File: config.mk
export PLATFORM = sky130hd
export DESIGN_NAME = pwm_edge_meter
export DESIGN_NICKNAME = d
export VERILOG_FILES = /design/src/rtl/pwm_edge_meter.sv
export SDC_FILE = /design/constraint.sdc
export NUM_CORES = 1
export LEC_CHECK = 0
export ABC_AREA = 1
export CAP_MARGIN = 20
export CELL_PAD_IN_SITES_DETAIL_PLACEMENT = 1
export CELL_PAD_IN_SITES_GLOBAL_PLACEMENT = 1
export CORE_ASPECT_RATIO = 0.9
export CORE_MARGIN = 2
export CORE_UTILIZATION = 37
export DETAILED_ROUTE_END_ITERATION = 6
export DONT_BUFFER_PORTS = 1
export PLACE_DENSITY_LB_ADDON = 0.2
export SYNTH_ARGS = -nofsm -noshare
export SYNTH_HDL_FRONTEND = slang
export SYNTH_SLANG_ARGS = --single-unit
File: constraint.sdc
create_clock -name clk_i -period 2 [get_ports clk_i]
set_clock_uncertainty 0.15 [all_clocks]
set_input_delay 0.4 -clock clk_i [delete_from_list [all_inputs] [get_ports clk_i]]
set_output_delay 0.4 -clock clk_i [all_outputs]
set_load 0.03 [all_outputs]
File: src/rtl/pwm_edge_meter.sv
// Hysteresis slicer feeding a rise-to-rise period / high-time meter.
// Results are handed off through a valid/ready port with a sticky drop flag.
//
// state | meaning
// INIT  | post-reset, counters cleared, heads to SYNC next cycle
// SYNC  | waiting for the first rise; partial period is discarded
// HIGH  | sliced level is 1, counting toward the fall
// LOW   | sliced level is 0, counting toward the closing rise
module pwm_edge_meter #(
  parameter int WIDTH = 16,
  parameter int CNT_W = 24,
  parameter int TH_HI = 1000,
  parameter int TH_LO = -1000
) (
  input  logic                    clk_i,
  input  logic                    rst_ni,
  input  logic signed [WIDTH-1:0] v_in_i,
  output logic                    out_valid_o,
  input  logic                    out_ready_i,
  output logic [CNT_W-1:0]        period_o,
  output logic [CNT_W-1:0]        high_cnt_o,
  output logic                    sat_o,
  output logic                    dropped_o,
  output logic                    level_o
);

  localparam logic signed [WIDTH-1:0] TH_HI_W = TH_HI[WIDTH-1:0];
  localparam logic signed [WIDTH-1:0] TH_LO_W = TH_LO[WIDTH-1:0];
  localparam logic [CNT_W-1:0]        CNT_MAX = '1;
  localparam logic [CNT_W-1:0]        CNT_ONE = {{(CNT_W-1){1'b0}}, 1'b1};

  typedef enum logic [1:0] {
    ST_INIT,
    ST_SYNC,
    ST_HIGH,
    ST_LOW
  } state_t;

  state_t            state_q, state_d;
  logic              level_q, level_d;
  logic [CNT_W-1:0]  cnt_q, cnt_d;
  logic [CNT_W-1:0]  hcap_q, hcap_d;
  logic              hsat_q, hsat_d;
  logic              valid_q, valid_d;
  logic [CNT_W-1:0]  period_q, period_d;
  logic [CNT_W-1:0]  high_q, high_d;
  logic              sat_q, sat_d;
  logic              dropped_q, dropped_d;

  logic              rise, fall, publish, load, cnt_at_max;
  logic [CNT_W-1:0]  cnt_inc;

  always_comb begin
    level_d = level_q;
    if (v_in_i >= TH_HI_W) begin
      level_d = 1'b1;
    end else if (v_in_i <= TH_LO_W) begin
      level_d = 1'b0;
    end
  end

  assign rise       = level_d & ~level_q;
  assign fall       = ~level_d & level_q;
  assign cnt_at_max = (cnt_q == CNT_MAX);
  assign cnt_inc    = cnt_at_max ? cnt_q : cnt_q + CNT_ONE;

  always_comb begin
    state_d = state_q;
    cnt_d   = cnt_q;
    hcap_d  = hcap_q;
    hsat_d  = hsat_q;
    publish = 1'b0;
    case (state_q)
      ST_INIT: begin
        state_d = ST_SYNC;
        cnt_d   = '0;
        hcap_d  = '0;
        hsat_d  = 1'b0;
      end
      ST_SYNC: begin
        if (rise) begin
          state_d = ST_HIGH;
          cnt_d   = CNT_ONE;
        end
      end
      ST_HIGH: begin
        cnt_d = cnt_inc;
        if (fall) begin
          hcap_d  = cnt_q;
          hsat_d  = cnt_at_max;
          state_d = ST_LOW;
        end
      end
      ST_LOW: begin
        if (rise) begin
          publish = 1'b1;
          cnt_d   = CNT_ONE;
          hsat_d  = 1'b0;
          state_d = ST_HIGH;
        end else begin
          cnt_d = cnt_inc;
        end
      end
      default: state_d = ST_INIT;
    endcase
  end

  // A publish into a held, unaccepted result is discarded rather than overwriting it.
  assign load = publish & (~valid_q | out_ready_i);

  always_comb begin
    valid_d   = valid_q;
    period_d  = period_q;
    high_d    = high_q;
    sat_d     = sat_q;
    dropped_d = dropped_q | (publish & valid_q & ~out_ready_i);
    if (load) begin
      valid_d  = 1'b1;
      period_d = cnt_q;
      high_d   = hcap_q;
      sat_d    = cnt_at_max | hsat_q;
    end else if (valid_q && out_ready_i) begin
      valid_d = 1'b0;
    end
  end

  always_ff @(posedge clk_i or negedge rst_ni) begin
    if (!rst_ni) begin
      state_q   <= ST_INIT;
      level_q   <= 1'b0;
      cnt_q     <= '0;
      hcap_q    <= '0;
      hsat_q    <= 1'b0;
      valid_q   <= 1'b0;
      period_q  <= '0;
      high_q    <= '0;
      sat_q     <= 1'b0;
      dropped_q <= 1'b0;
    end else begin
      state_q   <= state_d;
      level_q   <= level_d;
      cnt_q     <= cnt_d;
      hcap_q    <= hcap_d;
      hsat_q    <= hsat_d;
      valid_q   <= valid_d;
      period_q  <= period_d;
      high_q    <= high_d;
      sat_q     <= sat_d;
      dropped_q <= dropped_d;
    end
  end

  assign out_valid_o = valid_q;
  assign period_o    = period_q;
  assign high_cnt_o  = high_q;
  assign sat_o       = sat_q;
  assign dropped_o   = dropped_q;
  assign level_o     = level_q;

endmodule

==> results.tsv <==
stage	metric	value	unit
run_status	outcome	finished with violations	
run_status	violations	negative hold slack	
timing	setup_slack	149.7	ps
final_layout	final_cell_mix	nand2_1, dfrtp_1, inv_1	
place	gp_congestion	0.8174	
final_layout	ff_latch_area	2579	sq um
cts	clk_latency	350	ps
power_and_ir_drop	powerDensity	1033	nW/um^2
floorplanning	rows	40	
timing	max_freq	0.5405	GHz
critical_path	crit_required	2110	ps
final_layout	antenna_cells	0	
drt	drc	0	
synth	synth_seq_area_share	51.78	%
floorplanning	top_level_ports	71	
drt	drtAntennaViolNets	0	
grt	grt_pass1_vias	4176	
synth	yosys.area.top_type_share	51.78	%
final_layout	n_fill_cell	1588	
grt	track_usage	19.72	%
critical_path	rrSetupSlack	150	ps
timing	min_period_over_period	92.51	%
cts	cts_tree	built	
final_layout	fin_cells	783	
floorplanning	start_util	37.53	%
cts	clock_sinks	103	
place	hpwlAfterDp	9749	um
floorplanning	core-area	13260	sq um
drt	wl_per_cell	17.12	um
timing	final_max_slew_viol_count	0	
synth	async_flop_share	100.0	%
cts	postCtsSetupBuffers	0	
final_layout	area_growth	10.94	%
cts	clk_pin_slew	70	ps
critical_path	critPathKind	reg -> reg	
critical_path	start_kind	flop	
power_and_ir_drop	leakage	0.002623	uW
floorplanning	fp.dieArea	14400	sq um
synth	yosysTopAreaCell	dfrtp_1	
synth	synth_nets	620	
timing	setup_tns	0	ps
synth	synth_area_leaders	dfrtp_1, nand2_1, inv_1, o21ai_1, nand3_1	
power_and_ir_drop	vdd_drop_max	0.3990	mV
place	placed_cells	767	
final_layout	fin_util	41.63	%
timing	rsz0062_at_grt	no	
drt	wirelength	13400	um
drt	drt_iter0_markers	199	
grt	antenna_found_initial	0	
final_layout	multi_input_area	1973	sq um
synth	ys.flop_type	dfrtp_1	
synth	syn_area	4977	sq um
synth	yosysUniqueCellTypes	35	
cts	cts_buffers	9	
timing	holdWs	-414.7	ps
critical_path	endpoint_kind	flop	
run	drv_cap	0	
timing	slew_headroom	69.24	%
final_layout	fin_nets	630	
grt	gr-total-overflow	0	
timing	finalHoldViolCount	103	
cts	cts_root_buf	clkbuf_16	
final_layout	drive_above_1_share	12.36	%
synth	synth_edf_count	0	
synth	synth-seq-cells	103	
synth	syn_inst	600	
cts	cts_buffer_depth	2	
timing	period_needed	1850	ps
critical_path	critical_path_arrival	1960	ps
timing	max_slew.worst_pin.slew	460.9	ps
cts	h-tree-depth	3	
drt	routed_via_density	5.050	
floorplanning	die_x	126.3	um
grt	grt_max_degree	104	
timing	final-setup-viol-count	0	
place	dp_slack	78.76	ps
grt	grt_pass1_wl	22420	um
synth	syn_avg_cell_area	8.295	sq um
floorplanning	fp.dieH	114.0	um
worst_hold_path	hold_class	in -> async	
place	portBuffers	0	
drt	drt_pass1_iterations	4	
final_layout	final_common_cell	nand2_1	
synth	yosys_warnings	0	
critical_path	worstPathMaxFanout	18	
drt	vias	3954	
==> area by class of cell <==
cell class / count / area share [%]
inverters: 78 / 5.303
clock inverters: 5 / 0.7931
multi-input cells: 396 / 35.74
well taps: 168 / 3.807
repair buffers: 22 / 3.444
clock buffers: 11 / 4.215
flip-flops and latches: 103 / 46.70
==> Yosys cell counts, types with 2 or more instances <==
master	instances
nand2_1	167
dfrtp_1	103
inv_1	69
o21ai_1	44
nor2_1	42
nand3_1	41
o22ai_1	25
o21ai_0	14
nand2_2	12
xor2_1	9
inv_2	8
o211ai_1	8
buf_2	7
a21oi_1	6
clkbuf_1	6
nor2_2	6
buf_4	4
buf_6	4
nand4_1	4
nor3_4	3
clkbuf_8	2
nor3_1	2
nor3_2	2
==> path summary, 6_finish.rpt <==
path | depth (start not counted) | endpoint | startpoint
worst max-delay path | 9 | cnt_q[2]$_DFFE_PN0P_ | cnt_q[1]$_DFFE_PN0P_
worst min-delay path | 0 | hcap_q[4]$_DFFE_PN0P_ | rst_ni
worst max register to register | 9 | cnt_q[2]$_DFFE_PN0P_ | cnt_q[1]$_DFFE_PN0P_
worst min register to register | 2 | high_cnt_o[8]$_DFFE_PN0P_ | hcap_q[8]$_DFFE_PN0P_
max in group asynchronous | 0 | cnt_q[14]$_DFFE_PN0P_ | rst_ni
min in group clk_i | 3 | level_o$_DFF_PN0_ | v_in_i[15]
==> worst max-delay path, stage by stage, from the launching register on <==
cell and delay (ps):
dfrtp_1 380, ha_2 230, nand3_1 150, inv_2 120
nand2_2 90, nor2_4 180, nand2_8 140, nand2_1 130
nand3_1 90, o211ai_1 100
==> flip-flops by register name (all words and copies together) (netlist names) <==
register	count
cnt_q	24
hcap_q	24
high_cnt_o	24
period_o	24
state_q	2
dropped_o	1
hsat_q	1
level_o	1
out_valid_o	1
sat_o	1
==> cell families (layout without fill, tap and decap cells) <==
logic type | count (synthesis) | after routing | synth area share (%)
DFF | 103 | 103 | 51.78
adders and majority gates | 1 | 1 | 0.2513
and+or+nand+nor | 286 | 286 | 26.02
xor gates and xnor gates | 10 | 10 | 1.760
buffers and inverters | 101 | 116 | 9.100
AOI/OAI and AO/OA | 99 | 99 | 11.09
==> per-stage QoR <==
stage	cell area (sq um)	total power, uW
2_1_floorplan	4977	3738
3_3_place_gp	5225	4020
3_5_place_dp	5225	4065
4_1_cts	5502	5766
5_1_grt	5522	6021
6_report	5522	5705
==> per-layer routing <==
metal  GRT usage, %  vias up  part of all wire (%)
li1               -     1943                     -
met1          27.28     1943                    48
met2          31.94       57                    47
met3          3.659       11                   3.2
met4          5.568        0                   1.1
met5              0        -                     0
==> timing repair <==
item / CTS / global route
setup endpoints to repair: 0 / 9
endpoints found under the hold margin: 103 / 103
resized for setup: 0 / 5
==> where the power goes <==
group	total, uW	switching (uW)	internal (uW)
sequential	3110	661	2450
combinational	918	584	334
clock	1670	815	859
Note: power is estimated with default switching activity, not from simulation.
